`src/rtl/uart_rx_cfg.sv`:
```
// Oversampling UART receiver with configurable data width, parity and stop bits.
// Samples are centred in each bit period; rx_done is a one-clock pulse with data and flags.
module uart_rx_cfg #(
  parameter int unsigned DATA_BITS   = 8,
  parameter int unsigned OVERSAMPLE  = 16,
  parameter int unsigned PARITY_MODE = 0,
  parameter int unsigned STOP_BITS   = 1
) (
  input  logic                 clock,
  input  logic                 reset,
  input  logic                 rx,
  input  logic                 s_tick,
  output logic [DATA_BITS-1:0] d_out,
  output logic                 rx_done,
  output logic                 parity_err,
  output logic                 framing_err,
  output logic                 busy
);

  localparam int unsigned SW = $clog2(OVERSAMPLE);
  localparam int unsigned NW = $clog2(DATA_BITS + 1);

  localparam logic [SW-1:0] SMid     = SW'(OVERSAMPLE / 2 - 1);
  localparam logic [SW-1:0] SMax     = SW'(OVERSAMPLE - 1);
  localparam logic [NW-1:0] NDataEnd = NW'(DATA_BITS - 1);
  localparam logic [NW-1:0] NStopEnd = NW'(STOP_BITS - 1);
  localparam logic          ParOdd   = (PARITY_MODE == 2);

  typedef enum logic [2:0] {StIdle, StStart, StData, StParity, StStop} state_e;

  state_e               state_q;
  logic [SW-1:0]        s_q;
  logic [NW-1:0]        n_q;
  logic [DATA_BITS-1:0] shreg_q;
  logic                 parity_pend_q;
  logic                 framing_pend_q;
  logic                 rx_meta_q;
  logic                 rx_s_q;

  // Two-flop synchroniser; reset to the idle line level.
  always_ff @(posedge clock or negedge reset) begin
    if (!reset) begin
      rx_meta_q <= 1'b1;
      rx_s_q    <= 1'b1;
    end else begin
      rx_meta_q <= rx;
      rx_s_q    <= rx_meta_q;
    end
  end

  always_ff @(posedge clock or negedge reset) begin
    if (!reset) begin
      state_q        <= StIdle;
      s_q            <= '0;
      n_q            <= '0;
      shreg_q        <= '0;
      parity_pend_q  <= 1'b0;
      framing_pend_q <= 1'b0;
      d_out          <= '0;
      rx_done        <= 1'b0;
      parity_err     <= 1'b0;
      framing_err    <= 1'b0;
      busy           <= 1'b0;
    end else begin
      rx_done <= 1'b0;
      if (s_tick) begin
        unique case (state_q)
          StIdle: begin
            if (!rx_s_q) begin
              state_q        <= StStart;
              busy           <= 1'b1;
              s_q            <= '0;
              parity_pend_q  <= 1'b0;
              framing_pend_q <= 1'b0;
            end
          end
          StStart: begin
            if (s_q == SMid) begin
              if (rx_s_q) begin
                state_q <= StIdle;
                busy    <= 1'b0;
              end else begin
                state_q <= StData;
                s_q     <= '0;
                n_q     <= '0;
              end
            end else begin
              s_q <= s_q + SW'(1);
            end
          end
          StData: begin
            if (s_q == SMax) begin
              s_q     <= '0;
              shreg_q <= {rx_s_q, shreg_q[DATA_BITS-1:1]};
              if (n_q == NDataEnd) begin
                n_q     <= '0;
                state_q <= (PARITY_MODE != 0) ? StParity : StStop;
              end else begin
                n_q <= n_q + NW'(1);
              end
            end else begin
              s_q <= s_q + SW'(1);
            end
          end
          StParity: begin
            if (s_q == SMax) begin
              s_q           <= '0;
              parity_pend_q <= ((^shreg_q) ^ rx_s_q) != ParOdd;
              state_q       <= StStop;
            end else begin
              s_q <= s_q + SW'(1);
            end
          end
          StStop: begin
            if (s_q == SMax) begin
              s_q <= '0;
              if (!rx_s_q) framing_pend_q <= 1'b1;
              // Leave at mid stop bit so a back-to-back start edge is not missed.
              if (n_q == NStopEnd) begin
                n_q         <= '0;
                d_out       <= shreg_q;
                parity_err  <= parity_pend_q;
                framing_err <= framing_pend_q | ~rx_s_q;
                rx_done     <= 1'b1;
                busy        <= 1'b0;
                state_q     <= StIdle;
              end else begin
                n_q <= n_q + NW'(1);
              end
            end else begin
              s_q <= s_q + SW'(1);
            end
          end
          default: begin
            state_q <= StIdle;
            busy    <= 1'b0;
          end
        endcase
      end
    end
  end

endmodule

```
`config.mk`:
```
export PLATFORM = sky130hd
export DESIGN_NAME = uart_rx_cfg
export DESIGN_NICKNAME = d
export VERILOG_FILES = /design/src/rtl/uart_rx_cfg.sv
export SDC_FILE = /design/constraint.sdc
export NUM_CORES = 1
export LEC_CHECK = 0
export ABC_AREA = 1
export CORE_UTILIZATION = 51
export CTS_BUF_LIST = sky130_fd_sc_hd__clkbuf_8 sky130_fd_sc_hd__clkbuf_16
export DETAILED_ROUTE_END_ITERATION = 6
export PLACE_DENSITY_LB_ADDON = 0.05
export RECOVER_POWER = 50
export SYNTH_ARGS = -nofsm -noshare
export SYNTH_HDL_FRONTEND = slang
export SYNTH_SLANG_ARGS = --single-unit
```
`constraint.sdc`:
```
create_clock -name clock -period 1.6 [get_ports clock]
set_input_delay 0.32 -clock clock [delete_from_list [all_inputs] [get_ports clock]]
set_output_delay 0.32 -clock clock [all_outputs]
set_load 0.02 [all_outputs]
```
== After elaboration in Yosys (flattened, before gate mapping) ==
Cells that the tools add are included.
Storage, ports and cells
  register bits after elaboration: 35
  output and inout port bits: 12
  input bits: 4
Operators by class
  bitwise gates (word level): 4
  mux-type cells: 35
  reduce and logical (&&, ||, !) cells: 17
  equal/unequal tests: 17
  $add $sub $neg: 2
Operators with widths (number)
  $mux 4: 9
  $pmux 4 s3: 2
  $mux 3: 7
  $ne 2x2->1 const B: 10
  $pmux 3 s5: 1
  $mux 1: 12
  $add 4x1->4 const B: 2
  $eq 4x3->1 const B: 2
  $reduce_and 4->1: 2
  $reduce_and 8->1: 1
  $reduce_xor 8->1: 1
  $reduce_and 7->1: 1
  $eq 3x2->1 const B: 2
  $reduce_and 6->1: 1
  $reduce_bool 3->1: 2
  $reduce_and 5->1: 1
  $eq 4x4->1 const B: 1
  $logic_not 4->1: 1
  $pmux 1 s2: 2
  $pmux 1 s4: 1
  $reduce_bool 2->1: 2
  $eq 3x1->1 const B: 1
  $eq 3x3->1 const B: 1
  $logic_not 3->1: 1
  other kinds (8): 9

== Logic depth before layout (Yosys ltp) ==
  depth in word-level cells: 5
  gate-level depth with buffers: 10
  depth with buffers taken out: 10

== Worst setup path after synthesis ==
No wires, ideal clock.
  path type: reg2reg
  start point: register s_q[0]
  end point: register d_out[2]
  stages on the path, launching flop included: 10
  library setup time: 0.119 ns
  data arrival time: 1.368 ns
  buffers on the path: 1
  path slack: 0.113 ns
  cells stage by stage: dfrtp_1 > ha_1 > nand2_2 > nor2_4 > nand2_1 > nor3_4 > inv_2 > buf_6 > nand2_2 > o21ai_2
Between the ends
  cells in the longest elaborated chain, start to end: 2
Ends and longest elaborated chain
  from (decl): RTL line 32  | logic [SW-1:0] s_q;
  from (signal assigned): RTL line 88  | s_q <= s_q + SW'(1);
  from (signal assigned): RTL line 102  | s_q <= s_q + SW'(1);
  from (signal assigned): RTL line 111  | s_q <= s_q + SW'(1);
  $eq 4x4->1: RTL line 115  | if (s_q == SMax) begin
  $reduce_and 4->1 (no source line)
  to (signal assigned): RTL line 121  | d_out <= shreg_q;
  to (decl): RTL line 13  | output logic [DATA_BITS-1:0] d_out,
No other way between the ends.
A chain may end at the register's enable or synchronous reset.

== Worst setup path after layout ==
  start point: register d_out[6]
  end point: output d_out[6]
No word-level cell between the ends.

==> reports/summary.txt <==
Antenna violations before repair = 0
Vias in the first global route = 1,470
Finished Cell Area = 0.002352 sq mm
Crit path DAT = 1.25 ns
Skew final = 0.006807 ns
EDFF count, synth = 0
Max stage delay on crit path = 0.60 ns
Net Count, Synth = 247
Yosys cell types = 31
Largest net degree at the start of global routing = 36
Final hold vios = 0
Fin nets = 282
Fin. max-slew vios = 0
Hold WC Path Type = reg -> reg
Drt first pass iters = 4
YS warnings = 0
Synth Flop Type = dfrtp_1
GP Congestion = 0.9267
Finished Layout Cells = 322
Share of cells above drive strength 1 = 20.29%
RSZ-0062 raised after global routing = true
CTS tree = built
Avg Cell Area, Syn = 7.815 sq um
Post-Syn Instances = 240
Worst slew pin tran = 0.8587 ns
Die W = 62.64 um
CP max-delay cell = clkdlybuf4s50_1
Clock Sinks = 35
Clk pin slew, worst setup/hold paths = 0.07 ns
Dpl cells = 304
R2r startpoint = s_q[0]$_DFFE_PN0P_
Top cell type's share of synthesized area = 44.03%
Max Buffers Root-to-Sink = 2
Area delta synth->final = 25.42%
Fin crit share = 98.21%
Row count = 21
PwrDens = 1154 mW/mm^2
Top delay family on crit path = buffers and inverters
Maxcap violations = 0
Startpoint types = flip-flop
Root Buffer = clkbuf_8
Post-DR vias/cell = 5.065
Die height = 62.64 um
Post-DR wirelength/cell = 11.99 um
Minimum clock period = 1.571 ns
Fin worst setup slack = 0.02863 ns
Post-DRT Antenna Nets = 0
GR Util All Layers = 21.37%
Achievable Freq = 636.4 MHz
I/O pins = 16
Hpwl dp = 2543 um
Residual DRC count = 0
Pre-CTS setup slack = 0.01459 ns
Initial core utilization = 54.49%
CP max FO = 2
Clock Latency Late Sink = 0.29 ns
Status = finished, final reports clean
Endpoints failing setup = 0
Seq cells post-synth = 35
Min-delay src = rx_meta_q$_DFF_PN1_
Final WL = 3862 um
Data required time of the worst path = 1.28 ns
Fin util = 68.34%
DRT iter0 DRCs = 104
Die Area = 0.003924 sq mm
Worst Setup SP = d_out[6]$_DFFE_PN0P_
Post-synth top area cell = dfrtp_1
Buf/Inv on CP = 1
Slew margin rel. = 42.75%
Placeable Area = 0.003442 sq mm
Post-layout power = 0.002714 W
Top post-synthesis cells by area = dfrtp_1 (44%), nand2_1 (17%), inv_1 (6.4%)
GRT overflow = 0
CP Class = reg -> out
Fraction of registers with async set/reset = 100.0%
Buffers on Ports = 15
Post-synthesis sequential area ratio = 46.83%
First-pass GRT wire length = 6499 um
Via count = 1,631
LEAKAGE = 1.230 nW
Hold-fix buffers at CTS = 0
Total CTS buffers = 5
VDD IR-drop max = 820.8 uV
Placed Instance Area = 0.002120 sq mm
H-tree depth = 2
Cell Area, Synth = 0.001876 sq mm
Crit. End Element = output port
ANT cells = 0
Crit path cell chain = clkdlybuf4s50_1
synthesized netlist by cell type, types with 2 or more instances:
| cell type | count |
|---|---|
| a21oi_1 | 3 |
| dfrtp_1 | 33 |
| dfstp_2 | 2 |
| ha_1 | 3 |
| inv_1 | 32 |
| inv_2 | 2 |
| nand2_1 | 85 |
| nand2_2 | 2 |
| nand3_1 | 10 |
| nand3_2 | 2 |
| nand4_1 | 3 |
| nor2_1 | 15 |
| nor2_4 | 2 |
| o21ai_0 | 18 |
| o21ai_2 | 9 |
| o22ai_1 | 2 |
| xor2_1 | 3 |
logic make-up after synthesis:
kind of cell | share of synthesized area [%]
AO/OA/AOI/OAI | 11.87
XOR/XNOR | 1.401
buffers and inverters | 7.938
AND/OR/NAND/NOR | 29.42
flip-flops | 46.83
multiplexers | 0.5337
adder cells (fa/ha/maj) | 2.002
through the flow:
step	setup TNS [ns]	hold slack [ns]
after floorplan	0	0.02441
after global placement	0	0.3470
after detailed placement	0	0.3491
after CTS	0	0.3590
after global routing	-0.2663	0.3598
final	0	0.3574
worst paths after layout:
check | cells after the start | slack (ns) | to
worst max register to register | 8 | 0.04 | s_q[3]$_DFFE_PN0P_
max in group asynchronous | 2 | 0.39 | s_q[2]$_DFFE_PN0P_
min in group asynchronous | 2 | 0.67 | d_out[1]$_DFFE_PN0P_
worst max-delay path | 1 | 0.03 | d_out[6]
worst min-delay path | 0 | 0.36 | rx_s_q$_DFF_PN1_
worst min register to register | 0 | 0.36 | rx_s_q$_DFF_PN1_
repair_timing:
item | in CTS | in global routing
gates resized for setup | 0 | 31
setup endpoints to repair | 0 | 35
buffers inserted | 0 | 8
layer usage:
layer	up-vias	track usage, %	routed length (um)
li1	822	-	-
met1	756	28.83	1855
met2	45	32.34	1724
met3	8	6.022	213
met4	0	8.721	68
met5	-	0	0
flip-flops by register name, summed over array words and instances, names as in the netlist:
register        count
s_q                 4
framing_err         1
parity_err          1
d_out               8
n_q                 4
busy                1
rx_meta_q           1
parity_pend_q       1
framing_pend_q      1
rx_s_q              1
rx_done             1
shreg_q             8
state_q             3
report_power, final:
group	switching [W]	internal [W]	total, W
Combinational	0.000599	0.000390	0.000989
Sequential	0.000117	0.00100	0.00112
Clock	0.000313	0.000292	0.000605
cell usage in the layout, fill, tap and decap left out, types with 3 or more instances in the layout:
cell type,Yosys,layout
nand2_1,85,81
inv_1,32,33
dfrtp_1,33,33
o21ai_0,18,17
nor2_1,15,13
buf_4,0,11
nand3_1,10,9
o21ai_2,9,8
clkdlybuf4s50_1,0,8
nand2_2,2,5
clkbuf_8,0,5
dlymetal6s2s_1,0,5
nor2_4,2,4
xor2_1,3,3
nand4_1,3,3
area by class of cell:
class,count,area [sq um]
fill,296,1090
clock inverter,3,12.51
tap,46,57.56
timing repair inverter,2,11.26
clock buffer,5,68.82
inverter,34,132.6
multi-input combinational,168,918.4
sequential,35,878.3
timing repair buffer,29,272.8
(Power assumes the default switching activity.)
